--- config.mk ---
export PLATFORM = sky130hd
export DESIGN_NAME = bk_pulse_gen
export DESIGN_NICKNAME = d
export VERILOG_FILES = /design/src/rtl/bk_pulse_pkg.sv /design/src/rtl/bk_pulse_chan.sv /design/src/rtl/bk_pulse_gen.sv
export SDC_FILE = /design/constraint.sdc
export NUM_CORES = 1
export LEC_CHECK = 0
export CORE_UTILIZATION = 65
export CTS_CLUSTER_DIAMETER = 30
export DETAILED_ROUTE_END_ITERATION = 10
export GPL_ROUTABILITY_DRIVEN = 0
export PLACE_DENSITY = 0.84
export REMOVE_ABC_BUFFERS = 1
export SLEW_MARGIN = 20
export SYNTH_ARGS = -nofsm -noshare
export SYNTH_HDL_FRONTEND = slang
export SYNTH_SLANG_ARGS = --single-unit
--- constraint.sdc ---
create_clock -name i_clk_25m -period 5.62 [get_ports i_clk_25m]
set_input_delay 1.686 -clock i_clk_25m [delete_from_list [all_inputs] [get_ports i_clk_25m]]
set_output_delay 1.686 -clock i_clk_25m [all_outputs]
set_load 0.01 [all_outputs]
--- src/rtl/bk_pulse_pkg.sv ---
// Shared definitions for the bk_pulse_gen breakdown-test pulse generator:
// channel state encoding, default counter widths, the legacy 876/250000
// pattern constants, and the width of the optional pulse statistics counter.
package bk_pulse_pkg;

    typedef enum logic [1:0] {
        ST_IDLE = 2'd0,
        ST_HIGH = 2'd1,
        ST_LOW  = 2'd2,
        ST_GAP  = 2'd3
    } bk_state_e;

    localparam int BK_CNT_W   = 19;
    localparam int BK_NP_W    = 8;
    localparam int BK_DEF_WID = 876;
    localparam int BK_DEF_PER = 250000;
    localparam int BK_STAT_W  = 16;

endpackage

--- src/rtl/bk_pulse_chan.sv ---
// One pulse-generator channel: IDLE/HIGH/LOW/GAP state machine, phase and
// pulse counters, and the configuration captured at start.
// Optional feature: BK_PULSE_STATS_EN adds a saturating count of rising
// edges on the pulse output.
module bk_pulse_chan
    import bk_pulse_pkg::*;
#(
    parameter int CNT_W   = BK_CNT_W,
    parameter int NP_W    = BK_NP_W,
    parameter int DEF_WID = BK_DEF_WID,
    parameter int DEF_PER = BK_DEF_PER
) (
    input  logic             clk_i,
    input  logic             rst_ni,
    input  logic             start_i,
    input  logic             stop_i,
    input  logic             repeat_i,
    input  logic [CNT_W-1:0] width_i,
    input  logic [CNT_W-1:0] period_i,
    input  logic [NP_W-1:0]  npulse_i,
    input  logic [CNT_W-1:0] gap_i,
    output logic             pulse_o,
    output logic             busy_o,
    output logic             done_o,
    output logic             err_o
`ifdef BK_PULSE_STATS_EN
    ,
    output logic [BK_STAT_W-1:0] pulse_cnt_o
`endif
);

    bk_state_e        state_q, state_d;
    logic [CNT_W-1:0] cnt_q, cnt_d;
    logic [NP_W-1:0]  pcnt_q, pcnt_d;
    logic             pulse_q, pulse_d;
    logic             done_q, done_d;
    logic             err_q, err_d;

    // Captured configuration; low_q holds period-width so the LOW phase
    // needs no subtraction on the fly.
    logic [CNT_W-1:0] wid_q, low_q, gap_q;
    logic [NP_W-1:0]  npulse_q;
    logic             rep_q;
    logic             cfg_load;

    logic             cfg_valid;
    logic             high_end, low_end, gap_end;
    logic [NP_W:0]    pcnt_next;

    assign cfg_valid = (width_i != '0) && (width_i < period_i);
    assign high_end  = (cnt_q == wid_q - 1'b1);
    assign low_end   = (cnt_q == low_q - 1'b1);
    assign gap_end   = (cnt_q == gap_q - 1'b1);
    assign pcnt_next = {1'b0, pcnt_q} + 1'b1;

    // Next-state, counter and strobe logic for the channel FSM.
    // NOTE: every signal driven here gets a default first, so no path can
    // leave one unassigned and infer a latch.
    always_comb begin
        state_d  = state_q;
        cnt_d    = cnt_q + 1'b1;
        pcnt_d   = pcnt_q;
        done_d   = 1'b0;
        err_d    = 1'b0;
        cfg_load = 1'b0;

        unique case (state_q)
            ST_IDLE: begin
                cnt_d = '0;
                if (start_i && !stop_i) begin
                    if (cfg_valid) begin
                        cfg_load = 1'b1;
                        pcnt_d   = '0;
                        state_d  = ST_HIGH;
                    end else begin
                        err_d = 1'b1;
                    end
                end
            end
            ST_HIGH: begin
                if (high_end) begin
                    cnt_d   = '0;
                    state_d = ST_LOW;
                end
            end
            ST_LOW: begin
                if (low_end) begin
                    cnt_d = '0;
                    if (npulse_q == '0) begin
                        // Continuous mode: the pulse count is irrelevant.
                        state_d = ST_HIGH;
                    end else if (pcnt_next < {1'b0, npulse_q}) begin
                        pcnt_d  = pcnt_next[NP_W-1:0];
                        state_d = ST_HIGH;
                    end else if (gap_q != '0) begin
                        state_d = ST_GAP;
                    end else if (rep_q) begin
                        pcnt_d  = '0;
                        state_d = ST_HIGH;
                    end else begin
                        done_d  = 1'b1;
                        state_d = ST_IDLE;
                    end
                end
            end
            ST_GAP: begin
                if (gap_end) begin
                    cnt_d = '0;
                    if (rep_q) begin
                        pcnt_d  = '0;
                        state_d = ST_HIGH;
                    end else begin
                        done_d  = 1'b1;
                        state_d = ST_IDLE;
                    end
                end
            end
            default: state_d = ST_IDLE;
        endcase

        // Abort overrides everything and never reports completion.
        if (stop_i && (state_q != ST_IDLE)) begin
            state_d = ST_IDLE;
            cnt_d   = '0;
            done_d  = 1'b0;
        end
    end

    assign pulse_d = (state_d == ST_HIGH);

    // State, counters, output registers and captured configuration.
    // NOTE: sequential state uses non-blocking assignments so every register
    // samples the pre-edge values regardless of statement order.
    always_ff @(posedge clk_i or negedge rst_ni) begin
        if (!rst_ni) begin
            state_q  <= ST_IDLE;
            cnt_q    <= '0;
            pcnt_q   <= '0;
            pulse_q  <= 1'b0;
            done_q   <= 1'b0;
            err_q    <= 1'b0;
            wid_q    <= CNT_W'(DEF_WID);
            low_q    <= CNT_W'(DEF_PER - DEF_WID);
            npulse_q <= NP_W'(1);
            gap_q    <= '0;
            rep_q    <= 1'b0;
        end else begin
            state_q <= state_d;
            cnt_q   <= cnt_d;
            pcnt_q  <= pcnt_d;
            pulse_q <= pulse_d;
            done_q  <= done_d;
            err_q   <= err_d;
            if (cfg_load) begin
                wid_q    <= width_i;
                low_q    <= period_i - width_i;
                npulse_q <= npulse_i;
                gap_q    <= gap_i;
                rep_q    <= repeat_i;
            end
        end
    end

    assign pulse_o = pulse_q;
    assign busy_o  = (state_q != ST_IDLE);
    assign done_o  = done_q;
    assign err_o   = err_q;

`ifdef BK_PULSE_STATS_EN
    logic [BK_STAT_W-1:0] stat_q;

    // Saturating count of rising edges seen on the registered pulse output.
    always_ff @(posedge clk_i or negedge rst_ni) begin
        if (!rst_ni) begin
            stat_q <= '0;
        end else if (pulse_d && !pulse_q && (stat_q != '1)) begin
            stat_q <= stat_q + 1'b1;
        end
    end

    assign pulse_cnt_o = stat_q;
`endif

endmodule

--- src/rtl/bk_pulse_gen.sv ---
// Multi-channel programmable breakdown-test pulse generator (25 MHz domain).
// Instantiates CH independent bk_pulse_chan channels sharing one set of
// configuration inputs; each channel captures them only on its own start.
// Optional feature: BK_PULSE_STATS_EN adds o_pulse_cnt, 16 bits per channel.
module bk_pulse_gen
    import bk_pulse_pkg::*;
#(
    parameter int CH      = 4,
    parameter int CNT_W   = BK_CNT_W,
    parameter int NP_W    = BK_NP_W,
    parameter int DEF_WID = BK_DEF_WID,
    parameter int DEF_PER = BK_DEF_PER
) (
    input  logic             i_clk_25m,
    input  logic             i_rst_n,
    input  logic [CH-1:0]    i_start,
    input  logic [CH-1:0]    i_stop,
    input  logic             i_repeat,
    input  logic [CNT_W-1:0] i_width,
    input  logic [CNT_W-1:0] i_period,
    input  logic [NP_W-1:0]  i_npulse,
    input  logic [CNT_W-1:0] i_gap,
    output logic [CH-1:0]    o_bk_pulse,
    output logic [CH-1:0]    o_busy,
    output logic [CH-1:0]    o_done,
    output logic [CH-1:0]    o_err
`ifdef BK_PULSE_STATS_EN
    ,
    output logic [CH*BK_STAT_W-1:0] o_pulse_cnt
`endif
);

    for (genvar g = 0; g < CH; g++) begin : g_chan
        bk_pulse_chan #(
            .CNT_W   (CNT_W),
            .NP_W    (NP_W),
            .DEF_WID (DEF_WID),
            .DEF_PER (DEF_PER)
        ) u_chan (
            .clk_i    (i_clk_25m),
            .rst_ni   (i_rst_n),
            .start_i  (i_start[g]),
            .stop_i   (i_stop[g]),
            .repeat_i (i_repeat),
            .width_i  (i_width),
            .period_i (i_period),
            .npulse_i (i_npulse),
            .gap_i    (i_gap),
            .pulse_o  (o_bk_pulse[g]),
            .busy_o   (o_busy[g]),
            .done_o   (o_done[g]),
            .err_o    (o_err[g])
`ifdef BK_PULSE_STATS_EN
            ,
            .pulse_cnt_o (o_pulse_cnt[g*BK_STAT_W +: BK_STAT_W])
`endif
        );
    end

endmodule

; ---- After elaboration in Yosys (flattened, before gate mapping)
; Cells that the tools add are included.
; Widths: inputs -> output; s select.
[op_classes]
addsub = 21
order_cmp = 5
n_eq_ne = 52
mux = 147
reduce_logical = 38
[ops]
columns = operator, n
row1 = $mux 19, 16
row2 = $pmux 19 s4, 4
row3 = $mux 8, 29
row4 = $eq 19x19->1, 12
row5 = $sub 19x1->19 const B, 12
row6 = $pmux 8 s3, 4
row7 = $reduce_bool 19->1, 5
row8 = $add 19x1->19 const B, 4
row9 = $mux 2, 36
row10 = $mux 1, 50
row11 = $add 8x1->9 const B, 4
row12 = $lt 9x8->1, 4
row13 = $logic_not 8->1, 4
row14 = $pmux 2 s4, 4
row15 = $reduce_and 7->1, 4
row16 = $ne 2x1->1 const B, 13
row17 = $lt 19x19->1, 1
row18 = $sub 19x19->19, 1
row19 = $eq 2x1->1 const B, 8
row20 = $eq 2x2->1 const B, 8
row21 = $ne 2x2->1 const B, 7
row22 = $ne 3x2->1 const B, 4
row23 = $reduce_bool 3->1, 4
row24 = $logic_and 1x1->1, 9
row25 = other kinds (4), 16
[word_totals]
ff_bits = 392
inputBits = 76
out_inout_bits = 16
elab_cells = 307

; ---- Logic depth before layout (Yosys ltp)
; Gate-level depths: netlist of run 1.
[depth]
word_depth = 8
mapped_depth = 15
mapped_depth_nobuf = 14

; ---- Hierarchy
; From an unflattened synthesis of run 1, not the netlist that was laid out.
[hier_totals]
hier_cells = 3564
area_unflattened_um2 = 30152.7
[modules_own_cells]
columns = module, instances, cells_each, area_per_inst_um2, seq_area_each_um2
row1 = bk_pulse_chan at g_chan[0].u_chan ..., 2, 861, 7552.2, 2472.4
row2 = bk_pulse_chan at g_chan[3].u_chan, 1, 926, 7544.7, 2472.4
row3 = bk_pulse_chan at g_chan[2].u_chan, 1, 916, 7503.4, 2472.4

; ---- Worst setup path before layout of run 1
; Ideal clock, no wire load.
[synth_timing]
path_type = input-to-reg
from = input port i_width[12]
to = register g_chan[2].u_chan.pcnt_q[6]
setup_ps = 150
arrival_time_ps = 4415
required_time_ps = 5470
slack_ps = 1055
stages = 12
n_path_buf = 1
cell_sequence = inv_1 ha_1 clkbuf_1 nand4_1 nor4_1 o21ai_0 a31oi_1 o21ai_0 or2_2 a221o_1 a21oi_1 o32ai_1
[synth_between]
elab_chain_cells = 4
elab_cells_between_ends = 5
cone_classes = order compare (1) / eq/ne (1) / reduce/logical (3)
[synth_rtl]
columns = element, line
row1 = start: declaration, bk_pulse_gen.sv:19  ; input logic [CNT_W-1:0] i_width,
row2 = $lt 19x19->1 or $reduce_bool 19->1 (tied branches), bk_pulse_chan.sv:50  ; assign cfg_valid = (width_i != '0) && (width_i < period_i);
row3 = $logic_and 1x1->1 (*), bk_pulse_chan.sv:50
row4 = $ne 2x2->1 (no source line) (*), --
row5 = $reduce_and 7->1 (no source line) (*), --
row6 = end signal: assignment, bk_pulse_chan.sv:150  ; pcnt_q <= pcnt_d;
row7 = end: declaration, bk_pulse_chan.sv:34  ; logic [NP_W-1:0] pcnt_q, pcnt_d;
; Mark *: on every way between the ends. The rest lies on a longest branch, timed or not.
; A chain may end at the register's enable or synchronous reset.

; ---- Final worst setup path of run 1
[layout_timing]
from = input port i_width[13]
to = register g_chan[3].u_chan.low_q[18]
[layout_between]
elab_chain_cells = 5
elab_cells_between_ends = 7
cone_classes = add/sub (1) / order compare (1) / mux (3) / reduce/logical (2)
[layout_rtl]
columns = element, line
row1 = $lt 19x19->1 or $reduce_bool 19->1 (tied branches), bk_pulse_chan.sv:50
row2 = $logic_and 1x1->1, bk_pulse_chan.sv:50
row3 = $mux 1, bk_pulse_chan.sv:71  ; if (cfg_valid) begin
row4 = $mux 1, bk_pulse_chan.sv:70  ; if (start_i && !stop_i) begin
row5 = $mux 1, bk_pulse_chan.sv:67  ; unique case (state_q)
row6 = end signal: assignment, bk_pulse_chan.sv:143  ; low_q <= CNT_W'(DEF_PER - DEF_WID);
row7 = end signal: assignment, bk_pulse_chan.sv:156  ; low_q <= period_i - width_i;
row8 = end: declaration, bk_pulse_chan.sv:41  ; logic [CNT_W-1:0] wid_q, low_q, gap_q;
; Several ways; a longest one is shown, not always the timed one.

==> results of run 1 <==
[final timing paths]
check                                                              start                                  endpoint  slack [ns]  cells past startpoint
worst max-delay path                                         i_width[13]    g_chan[3].u_chan.low_q[18]$_DFFE_PN0P_        0.56                     14
min in group asynchronous                                        i_rst_n  g_chan[3].u_chan.npulse_q[4]$_DFFE_PN0P_        1.12                      1
worst min-delay path            g_chan[1].u_chan.npulse_q[0]$_DFFE_PN1P_  g_chan[1].u_chan.npulse_q[0]$_DFFE_PN1P_        0.48                      2
max in group asynchronous                                        i_rst_n      g_chan[3].u_chan.cnt_q[16]$_DFF_PN0_        3.37                      2
worst min register to register  g_chan[1].u_chan.npulse_q[0]$_DFFE_PN1P_  g_chan[1].u_chan.npulse_q[0]$_DFFE_PN1P_        0.48                      2
worst max register to register     g_chan[2].u_chan.gap_q[3]$_DFFE_PN0P_      g_chan[2].u_chan.cnt_q[18]$_DFF_PN0_        1.28                      9
[per-layer routing]
| metal | vias up | wire length (um) |
|---|---|---|
| li1 | 10940 | - |
| met1 | 12056 | 31100 |
| met2 | 1589 | 37000 |
| met3 | 456 | 9580 |
| met4 | 12 | 6500 |
| met5 | - | 72 |
[state kept, by name, indices dropped and copies added (netlist names)]
name / cells
g_chan.u_chan.cnt_q: 76
g_chan.u_chan.pulse_o: 4
g_chan.u_chan.low_q: 76
g_chan.u_chan.rep_q: 4
g_chan.u_chan.done_o: 4
g_chan.u_chan.npulse_q: 32
g_chan.u_chan.pcnt_q: 32
g_chan.u_chan.wid_q: 76
g_chan.u_chan.gap_q: 76
g_chan.u_chan.state_q: 8
g_chan.u_chan.err_o: 4
[cells by family after synthesis]
kind of cell | after synthesis | synth area share (%)
fa+ha+maj | 68 | 3.26
compound gates | 571 | 14.0
mux | 100 | 4.10
flops | 392 | 37.5
xor+xnor | 372 | 12.4
buf+inv | 346 | 5.24
simple gates | 1226 | 23.6
[power groups by stage]
stage / Clock (mW) / Sequential (mW) / Combinational (mW)
global route: 5.21 / 4.65 / 4.14
floorplan: 0 / 4.24 / 2.74
detailed placement: 0 / 4.54 / 3.59
finish: 5.04 / 4.57 / 3.77
CTS: 5.07 / 4.52 / 3.68
global placement: 0 / 4.48 / 3.38
[cells in the final DEF (no fill, tap or decap), types with 44 or more instances in the layout]
| master | n |
|---|---|
| a21oi_1 | 62 |
| clkbuf_16 | 85 |
| clkdlybuf4s50_1 | 90 |
| dfrtp_1 | 328 |
| dfstp_2 | 64 |
| ha_1 | 67 |
| inv_1 | 157 |
| mux2_2 | 64 |
| nand2_1 | 380 |
| nand3_1 | 108 |
| nand4_1 | 63 |
| nor2_1 | 203 |
| nor3_1 | 102 |
| nor4_1 | 76 |
| o21ai_0 | 241 |
| or3_1 | 44 |
| xnor2_1 | 225 |
| xor2_1 | 147 |
[area by class of cell]
class | instances | area [um^2]
Sequential cell | 392 | 9890
Tap cell | 525 | 657
Timing Repair Buffer | 132 | 1270
Clock buffer | 113 | 2310
Antenna cell | 6 | 15.0
Fill cell | 2618 | 9380
Inverter | 157 | 589
Multi-Input combinational cell | 2337 | 15100
Clock inverter | 41 | 586
[metrics by stage]
stage	cells	instance area [um^2]	power, mW	utilization [%]	setup TNS [ns]
after floorplan	2886	25600	6.99	-	-163.54
after global placement	3543	27500	7.86	69.1	0
after detailed placement	3543	27500	8.13	69.1	0
after CTS	3697	30400	13.3	76.4	0
after global routing	3697	30400	14.0	76.4	0
final	3703	30400	13.4	76.4	0
[tightest hold or removal path, stage by stage (launching register included)]
cell	delay [ns]
dfstp_2	0.38
nand2_1	0.05
nand2_1	0.05
==> impl_metrics.ini, run 1 <==
[timing]
fin_skew_ns = 0.0186
slew_headroom_pct = 18.1
period_share_pct = 90.1
fin_ws_ns = 0.556
final_hold_viol_count = 0
worstMarginPinSlew_ns = 1.22
final-max-slew-violation-count = 0
setup_viol = 0
post-route-min-period_ns = 5.06
fmax_mhz = 197
rsz0062_at_grt = false
whs_ns = 0.482

[power]
cellPowerDensity_nw_per_um2 = 440
power_frac_comb_pct = 28.2
peakVddDrop_v = 0.000365
clkPwrFrac_pct = 37.6
p_leak_nw = 12.7
power.switching_mw = 4.78
switching_share_pct = 35.7
intPower_mw = 8.60
p_seq_share_pct = 34.2

[clock_tree]
clock_latency_ns = 0.61
holdBufCountCts = 0
cts_max_path_buffers = 3
post-cts-setup-buffer-count = 0
clk_pin_slew_worst_paths_ns = 0.06
cts-resized-gates = 0
clock-root-buffer = clkbuf_16
cts_buffers = 82
cts_tree = yes
cts.sinks = 392
htreeDepth = 3

[detailed_routing]
num_vias = 25053
drtAntennaViolNets = 0
viasPerCell = 6.77
wirelength_um = 84300
dr.pass1.iters = 9
drt_iter0_markers = 2796
wl_per_cell_um = 22.8
drcViolationCount = 0

[setup_path]
worst_setup_path_end_kind = register
path_class = input port to register
arrival_ns = 5.54
worstPathMaxFanout = 78
crit_required_ns = 6.09
crit_path_start_kind = input port
crit_chain = clkdlybuf4s50_1 > inv_1 > ha_1 > inv_1 > o21bai_1 > a221oi_1 > a31oi_1 > o21ai_0 > buf_4 > or2_4 > buf_4 > nor2_1 > a211oi_1 > nand3_1
slowest_delay_ns = 0.55
crit_buf_inv = 5
critical-path-top-delay-family = buffers and inverters
cp_slowest_cell = buf_4

[placement]
pre_cts_slack_ns = 0.271
dp_hpwl_um = 58000
portBuffers = 91

[grt]
grt_max_degree = 109
top_usage_layer = met2
grt_util_all_layers_pct = 41.1
gr-usage-met3_pct = 10.7
grt_pass1_vias = 24369
met2_usage_pct = 62.0
antenna_found_initial = 8
met1_usage_pct = 50.9
overflow = 0
grt_pass1_wl_um = 132000

[floorplan]
core_um2 = 39800
rows = 73
start_util_pct = 66.2
die_h_um = 203
ios = 92
fp.dieArea_um2 = 41400
die_w_um = 203

[yosys]
synth_edf_count = 0
ys_warn_count = 0
async_reset_ff_share_pct = 100
ys_seq_elements = 392
synth-main-ff-cell = dfrtp_1
synth_top_cell_by_area = dfrtp_1
synth_top_cell_area_share_pct = 31.1
netlist_top_cells_area = dfrtp_1 (31%), xnor2_1 (7.5%), dfstp_2 (6.4%)
yosysMostFrequentCell = nand2_1
synth_common_cells = nand2_1 (380), dfrtp_1 (328), o21ai_0 (241)
synthDistinctLibCells = 84
syn_avg_cell_area_um2 = 8.57
yosysSeqAreaShare_pct = 37.5
syn_area_um2 = 26400
syn_inst = 3075

[run_status]
status = finished, final reports clean

[final_layout]
drive_gt1_share_pct = 10.7
area_growth_pct = 15.5
nets = 3246

[run]
cap_violations = 0

[hold_path]
min_path_type = register to register
Note: power is estimated with default switching activity, not from simulation.
==> inputs of run 2 (changes only) <==
--- a/config.mk
+++ b/config.mk
@@ -5,6 +5,7 @@
 export SDC_FILE = /design/constraint.sdc
 export NUM_CORES = 1
 export LEC_CHECK = 0
+export CORE_ASPECT_RATIO = 0.75
 export CORE_UTILIZATION = 65
 export CTS_CLUSTER_DIAMETER = 30
 export DETAILED_ROUTE_END_ITERATION = 10
==> run 2 against run 1 <==
  * Clock power decreased by 12%
  * Register-to-register slack improved by 0.07 ns
  * Die area about the same
  * Total power decreased by 4.2%
  * Critical endpoint is now g_chan[3].u_chan.pcnt_q[6]$_DFFE_PN0P_
  * Final cell count decreased by 0.68%
  * Maximum frequency decreased by 4.2%
  * First-iteration DRC count increased by 19%
  * Non-clock buffer count increased by 7
  * Via count decreased by 0.36%
  * Highest routed layer unchanged
  * Sequential power about the same
==> impl_metrics.ini, run 2 (synthesized netlist as in run 1, its figures left out) <==
[grt]
overflow = 0
grt_pass1_vias = 23557
grt_max_degree = 111
grt_pass1_wl_um = 131000
grt_util_all_layers_pct = 41.0
antenna_found_initial = 9

[placement]
portBuffers = 91
placedCellCount = 3545
pre_cts_slack_ns = 0.00906
placed_cell_area_um2 = 27600
dp_hpwl_um = 59900

[clock_tree]
cts_max_path_buffers = 3
cts-resized-gates = 0
clock_latency_ns = 0.61
holdBufCountCts = 0
cts_tree = yes
cts_buffers = 70
clock-root-buffer = clkbuf_16
htreeDepth = 3
post-cts-setup-buffer-count = 0
cts.sinks = 392
clk_pin_slew_worst_paths_ns = 0.05

[run_status]
status = finished, final reports clean

[setup_path]
crit_chain = clkdlybuf4s50_1 > inv_1 > ha_1 > nand4_1 > nor4_1 > o21ai_0 > a31oi_1 > o21ai_0 > buf_4 > or2_4 > and2_1 > o41ai_1 > o31ai_1
slowest_delay_ns = 0.55
worst_setup_path_end_kind = register
path_class = input port to register
cp_slowest_cell = nor4_1
crit_required_ns = 6.09
crit_path_start_kind = input port
crit_top_cell = o21ai_0
worstPathMaxFanout = 28
ff2ff_setup_slack_ns = 1.35
arrival_ns = 5.76

[floorplan]
start_util_pct = 66.3
die_w_um = 235
ios = 92
core_um2 = 39700
die_h_um = 176
rows = 63
fp.dieArea_um2 = 41400

[timing]
setup_viol = 0
fin_ws_ns = 0.336
period_share_pct = 94.0
fin_setup_tns_ns = 0
worstMarginPinSlew_ns = 1.11
final-max-slew-violation-count = 0
post-route-min-period_ns = 5.28
slew_headroom_pct = 25.5
fin_skew_ns = 0.0203
final_hold_viol_count = 0
fmax_mhz = 189
rsz0062_at_grt = false

[detailed_routing]
viasPerCell = 6.79
drtAntennaViolNets = 0
wl_per_cell_um = 22.9
dr.pass1.iters = 6
drt_iter0_markers = 3315
num_vias = 24964
wirelength_um = 84400
drcViolationCount = 0

[power]
power_mw = 12.8
p_leak_nw = 12.5
cellPowerDensity_nw_per_um2 = 427
peakVddDrop_v = 0.000333

[final_layout]
final_common_cell = nand2_1
layout_common_cells = nand2_1 (380), dfrtp_1 (328), o21ai_0 (241)
drive_gt1_share_pct = 10.5
nets = 3241
stdcell_count = 3678
area_growth_pct = 14.0
final_cell_area_um2 = 30000

[hold_path]
min_path_type = register to register

[run]
cap_violations = 0
run 2: cell types whose count changed in the layout (fill, tap and decap cells not counted), moves of 3 or more:
cell / previous run / this run
clkbuf_16: 85 / 71
diode_2: 6 / 3
inv_6: 5 / 9
clkbuf_1: 20 / 10
buf_4: 37 / 44
run 2: cell type report:
cell class,count,area (um^2)
antenna,3,7.51
clock buffer,88,1910
clock inverter,42,553
fill,2595,9680
inverter,157,589
multi-input combinational,2337,15100
sequential,392,9890
tap,520,651
timing repair buffer,139,1330
run 2: worst max-delay path, delay by kind of cell:
kind / cells / cell delay [ns]
and+or+nand+nor: 4 / 1.41
buffers and inverters: 3 / 0.78
adders and majority gates: 1 / 0.38
AOI/OAI and AO/OA: 5 / 1.46
run 2: path summary, 6_finish.rpt:
check | start | end | cells past startpoint
max reg2reg | g_chan[1].u_chan.wid_q[0]$_DFFE_PN0P_ | g_chan[1].u_chan.cnt_q[5]$_DFF_PN0_ | 12
max | i_width[7] | g_chan[3].u_chan.pcnt_q[6]$_DFFE_PN0P_ | 13
min in group asynchronous | i_rst_n | g_chan[0].u_chan.pcnt_q[1]$_DFFE_PN0P_ | 1
min reg2reg | g_chan[1].u_chan.npulse_q[0]$_DFFE_PN1P_ | g_chan[1].u_chan.npulse_q[0]$_DFFE_PN1P_ | 2
max in group asynchronous | i_rst_n | g_chan[0].u_chan.wid_q[16]$_DFFE_PN0P_ | 2
min | g_chan[1].u_chan.npulse_q[0]$_DFFE_PN1P_ | g_chan[1].u_chan.npulse_q[0]$_DFFE_PN1P_ | 2
run 2: where the power goes:
part           switching [mW]  leakage (nW)  total [mW]  internal [mW]
clock                    1.55          1.19        4.42           2.86
combinational            2.18          6.45        3.81           1.63
sequential               1.00          4.89        4.59           3.59
total                    4.74          12.5        12.8           8.08
run 2: metal layers:
metal	vias up	part of all wire [%]	track usage [%]
li1	10950	-	-
met1	11937	38	54.1
met2	1653	42	59.2
met3	406	13	13.5
met4	18	6.1	22.8
met5	-	0.15	0
run 2: metrics by stage:
step / util, % / hold slack (ns)
after floorplan: - / 0.441
after global placement: 69.4 / 0.463
after detailed placement: 69.4 / 0.470
after CTS: 75.6 / 0.477
after global routing: 75.6 / 0.511
final: 75.6 / 0.478
